`config.mk`:
```
export PLATFORM = sky130hd
export DESIGN_NAME = stopwatch_ctrl
export DESIGN_NICKNAME = d
export VERILOG_FILES = /design/src/rtl/stopwatch_pkg.sv /design/src/rtl/stopwatch_ctrl_btn_edge.sv /design/src/rtl/stopwatch_ctrl.sv
export SDC_FILE = /design/constraint.sdc
export NUM_CORES = 1
export LEC_CHECK = 0
export CELL_PAD_IN_SITES_DETAIL_PLACEMENT = 1
export CELL_PAD_IN_SITES_GLOBAL_PLACEMENT = 2
export CORE_UTILIZATION = 37
export DETAILED_ROUTE_END_ITERATION = 12
export HOLD_SLACK_MARGIN = 0.1
export PLACE_DENSITY = 0.81
export SLEW_MARGIN = 20
export SYNTH_ARGS = -nofsm -noshare
export SYNTH_HDL_FRONTEND = slang
export SYNTH_HIERARCHICAL = 1
export SYNTH_SLANG_ARGS = --single-unit
```
`constraint.sdc`:
```
create_clock -name Clock -period 2.9 [get_ports Clock]
set_input_delay 0.29 -clock Clock [delete_from_list [all_inputs] [get_ports Clock]]
set_output_delay 0.29 -clock Clock [all_outputs]
set_load 0.005 [all_outputs]
```
`src/rtl/stopwatch_pkg.sv`:
```
// stopwatch_pkg: shared state encoding and constants for the stopwatch controller
package stopwatch_pkg;
  typedef enum logic [1:0] {
    ST_IDLE = 2'd0,
    ST_RUN  = 2'd1,
    ST_STOP = 2'd2,
    ST_FULL = 2'd3
  } state_t;
  localparam logic [3:0] BCD_MAX = 4'd9;
  localparam int TICK_DIV_DEF = 500000;
endpackage

```
`src/rtl/stopwatch_ctrl_btn_edge.sv`:
```
// btn_edge: two-flop synchronizer plus rising-edge detect for one button level
module btn_edge (
  input  logic Clock,
  input  logic Resetn,
  input  logic btn,
  output logic evt
);
  logic s1, s2, prev;
  always_ff @(posedge Clock or negedge Resetn)
    if (!Resetn) {prev, s2, s1} <= '0;
    else {prev, s2, s1} <= {s2, s1, btn};
  assign evt = s2 & ~prev;
endmodule

```
`src/rtl/stopwatch_ctrl.sv`:
```
// stopwatch_ctrl: run/stop/lap/clear sequencing, tick prescaler and display mux
module stopwatch_ctrl
  import stopwatch_pkg::*;
#(
  parameter int TICK_DIV = TICK_DIV_DEF,
  parameter int PW = 19
) (
  input  logic       Clock,
  input  logic       Resetn,
  input  logic       Start_Stop,
  input  logic       Lap,
  input  logic       Clear_btn,
  input  logic [3:0] BCD3,
  input  logic [3:0] BCD2,
  input  logic [3:0] BCD1,
  input  logic [3:0] BCD0,
  output logic       ENABLE,
  output logic       Clear,
  output logic [3:0] Disp3,
  output logic [3:0] Disp2,
  output logic [3:0] Disp1,
  output logic [3:0] Disp0,
  output logic       Running,
  output logic       Lap_hold,
  output logic       Overflow
);
  logic ev_ss, ev_lap, ev_clr, tick, wrap, all9;
  logic [PW-1:0] presc;
  logic [15:0] bcd, lap_q;
  state_t state;
  btn_edge u_ss  (.Clock(Clock), .Resetn(Resetn), .btn(Start_Stop), .evt(ev_ss));
  btn_edge u_lap (.Clock(Clock), .Resetn(Resetn), .btn(Lap),        .evt(ev_lap));
  btn_edge u_clr (.Clock(Clock), .Resetn(Resetn), .btn(Clear_btn),  .evt(ev_clr));
  assign bcd = {BCD3, BCD2, BCD1, BCD0};
  assign all9 = bcd == {4{BCD_MAX}};
  assign wrap = presc == PW'(TICK_DIV - 1);
  assign Running = state == ST_RUN;
  assign Overflow = state == ST_FULL;
  assign {Disp3, Disp2, Disp1, Disp0} = Lap_hold ? lap_q : bcd;
  // tick is registered at the wrap edge, so ENABLE lands one edge after it
  always_ff @(posedge Clock or negedge Resetn)
    if (!Resetn) begin
      state <= ST_IDLE;
      presc <= '0;
      tick <= 1'b0;
      ENABLE <= 1'b0;
      Clear <= 1'b0;
      Lap_hold <= 1'b0;
      lap_q <= '0;
    end else begin
      ENABLE <= tick & ~all9 & ~ev_clr;
      Clear <= ev_clr;
      tick <= ~ev_clr & Running & wrap;
      if (ev_clr) begin
        state <= ST_IDLE;
        presc <= '0;
        Lap_hold <= 1'b0;
      end else begin
        if (Running) presc <= wrap ? '0 : presc + 1'b1;
        if (Running && tick && all9) state <= ST_FULL;
        else if (ev_ss && state != ST_FULL) state <= Running ? ST_STOP : ST_RUN;
        if (ev_lap && !ev_ss) begin
          if (Running && !Lap_hold) begin
            lap_q <= bcd;
            Lap_hold <= 1'b1;
          end else if (Lap_hold && (Running || state == ST_STOP)) Lap_hold <= 1'b0;
        end
      end
    end
endmodule

```
==> results.sh <==
export IMPL_outcome="finished clean"
export IMPL_h_tree_depth=2
export IMPL_tightest_slew_ns=0.679
export IMPL_synthTopCellsByArea="dfrtp_1 (51%), mux2_2 (7.8%), mux2_1 (6.9%)"
export IMPL_area_delta_synth_final_pct=24.8
export IMPL_vias=1842
export IMPL_hold_path_startpoint="u_lap/s1"
export IMPL_cts_tree="built"
export IMPL_finalSetupViolCount=0
export IMPL_avgSynthCellArea_um2=11.3
export IMPL_whs_path_depth=0
export IMPL_synth_top_area_share_pct=51.3
export IMPL_routed_via_density=5.45
export IMPL_yosysUniqueCellTypes=42
export IMPL_p_leak_nw=1.25
export IMPL_syn_cell_area_um2=2440
export IMPL_hold_path_end="u_lap/s2"
export IMPL_cp_required_ns=3.08
export IMPL_slew_viol_final=0
export IMPL_ir_worst_vdd_mv=0.260
export IMPL_coreArea_um2=6350
export IMPL_rrSetupSlack_ns=0.64
export IMPL_portBuffers=41
export IMPL_cts_root_buf="clkbuf_8"
export IMPL_rows=29
export IMPL_final_cell_area_um2=3040
export IMPL_slew_headroom_pct=54.6
export IMPL_fillers=706
export IMPL_grt_pass1_vias=1957
export IMPL_period_needed_ns=2.26
export IMPL_drt_initial_drc_count=42
export IMPL_cts_buffer_depth=2
export IMPL_nNetsFinal=284
export IMPL_antenna_found_initial=0
export IMPL_drive_gt1_share_pct=13.8
export IMPL_grt_max_degree=28
export IMPL_arrival_ns=2.45
export IMPL_synth_largest_area_cell="dfrtp_1"
export IMPL_seq_area_um2=1250
export IMPL_cts_buffers=5
export IMPL_synth_cells=215
export IMPL_dpl_cell_count=329
export IMPL_wl_per_cell_um=16.5
export IMPL_dp_hpwl_um=3930
export IMPL_maxCapViolCount=0
export IMPL_rr_startpoint="state[1]"
export IMPL_cts_num_sinks=50
export IMPL_hold_path_class="register to register"
export IMPL_startpoint_type="register"
export IMPL_synth_seq_cells=50
export IMPL_antenna_cells=0
export IMPL_ant_nets=0
export IMPL_die_h_um=83.2
export IMPL_syn_nets=239
export IMPL_die_area_um2=6920
export IMPL_placed_cell_area_um2=2930
export IMPL_die_x_um=83.2
export IMPL_crit_type="register to register"
export IMPL_multiInputGateArea_um2=1130
export IMPL_grtUsageTotal_pct=17.4
export IMPL_worstPathMaxFanout=16
export IMPL_end_kind="register"
export IMPL_grt_pass1_wl_um=9710
export IMPL_ios=42
export IMPL_hold_viol_final=0
export IMPL_max_freq_mhz=442
export IMPL_gp_congestion=0.700
export IMPL_rr_endpoint="lap_q[14]"
export IMPL_clk_latency_ns=0.30
export IMPL_clkTransAtPathRegs_ns=0.09
export IMPL_reg2regPathDepth=6
export IMPL_tns_ns=0
export IMPL_start_util_pct=38.4
export IMPL_final_cells=338
export IMPL_fin_skew_ns=0.00422
export IMPL_routed_wl_um=5570
export IMPL_grt_overflow_total=0
export IMPL_route_detailed_drc=0
export IMPL_p_per_area_nw_per_um2=599
export IMPL_power_mw=1.82
export IMPL_yosysSeqAreaShare_pct=51.3
export IMPL_finalCritPeriodShare_pct=78.0
export IMPL_rsz0062_at_grt="no"
export IMPL_yosysWarnings=6
export IMPL_dr_pass1_iters=4
[report_power, final]
part           internal (mW)  switching [mW]
logic                  0.239           0.185
clock network          0.258           0.222
registers              0.839          0.0791
total                   1.34           0.486
[Yosys cell counts, drive strengths merged]
| library cell | count |
|---|---|
| buf | 4 |
| nand2 | 24 |
| ha | 3 |
| mux2 | 32 |
| inv | 7 |
| a22o | 1 |
| nor4b | 1 |
| a31oi | 2 |
| o211a | 1 |
| and4 | 2 |
| clkbuf | 3 |
| nor4 | 2 |
| or3 | 6 |
| o21ai | 7 |
| nor2b | 5 |
| o211ai | 2 |
| o311ai | 2 |
| a221o | 2 |
| xor2 | 2 |
| o31ai | 2 |
| nor2 | 7 |
| a21oi | 7 |
| nand4 | 6 |
| nor3 | 4 |
| mux2i | 2 |
| dfrtp | 50 |
| nor3b | 2 |
| nor4bb | 4 |
| nand2b | 2 |
| nand3 | 14 |
| or4 | 2 |
| o31a | 1 |
| and3 | 4 |
[final cells by class]
| type | count | share of cell area (%) |
|---|---|---|
| clock buffer | 7 | 2.51 |
| clock inverter | 1 | 0.986 |
| inverter | 7 | 0.863 |
| multi-input combinational | 151 | 37.0 |
| sequential | 50 | 41.1 |
| tap | 77 | 3.16 |
| timing repair buffer | 45 | 14.4 |
[registers in the layout (all words and copies together) (netlist names)]
register / cells
u_lap/prev: 1
u_lap/s2: 1
u_clr/prev: 1
tick: 1
u_ss/prev: 1
presc: 19
Lap_hold: 1
u_ss/s2: 1
state: 2
ENABLE: 1
lap_q: 16
u_lap/s1: 1
u_clr/s1: 1
u_clr/s2: 1
u_ss/s1: 1
Clear: 1
[worst max path at each step]
stage                   from   endpoint  slack (ns)
CTS                 state[1]   lap_q[5]        0.57
floorplan           state[1]  lap_q[10]        1.04
global route        state[1]   lap_q[8]        0.39
detailed placement  state[1]  lap_q[14]        0.60
finish              state[1]  lap_q[14]        0.64
global placement    state[1]   lap_q[8]        0.63
[metal layers]
layer	track usage, %	up-vias	part of all wire, %
met2	29.0	39	48
met1	23.0	926	47
met5	0	-	0
li1	-	872	-
met4	4.70	0	0.91
met3	3.78	5	4.4
[critical path, cell delays in order, from the launching register on]
cell and delay (ns):
dfrtp_1 0.39, inv_1 0.07, ha_1 0.36, inv_2 0.07, nor2_2 0.29, nand2_1 0.49
mux2_1 0.48
[cell usage in the layout (no fill, tap or decap), types with 3 or more instances in the layout]
| master | count |
|---|---|
| nor2b_4 | 3 |
| dfrtp_1 | 50 |
| buf_4 | 3 |
| a21oi_1 | 7 |
| o21ai_1 | 5 |
| nor3_1 | 4 |
| and3_1 | 4 |
| mux2_1 | 15 |
| nand4_1 | 5 |
| clkbuf_8 | 5 |
| nand3_1 | 14 |
| mux2_2 | 17 |
| nand2_1 | 24 |
| clkdlybuf4s50_1 | 40 |
| nor2_1 | 5 |
| nor4bb_1 | 4 |
| or3_1 | 6 |
| inv_1 | 6 |
| ha_1 | 3 |
[what timing repair did]
action                                 CTS  global route
endpoints found under the hold margin   26             0
setup buffers                            0             0
hold buffers                             1             0
gates resized for setup                  0             0
[cell families after synthesis]
| kind of cell | count (synthesis) | share of synthesized area (%) |
|---|---|---|
| compound gates | 27 | 7.85 |
| mux | 34 | 15.6 |
| flops | 50 | 51.3 |
| xor+xnor | 2 | 0.718 |
| fa+ha+maj | 3 | 1.54 |
| buf+inv | 14 | 2.56 |
| simple gates | 85 | 20.5 |
[through the flow]
stage               utilization [%]  hold WS (ns)  setup slack, ns
floorplan                         -      -0.00559             1.04
global placement               46.1         0.332            0.631
detailed placement             46.1         0.336            0.603
CTS                            47.9         0.358            0.570
global route                   47.9         0.376            0.388
finish                         47.9         0.354            0.637
Note: power is estimated with default switching activity, not from simulation.
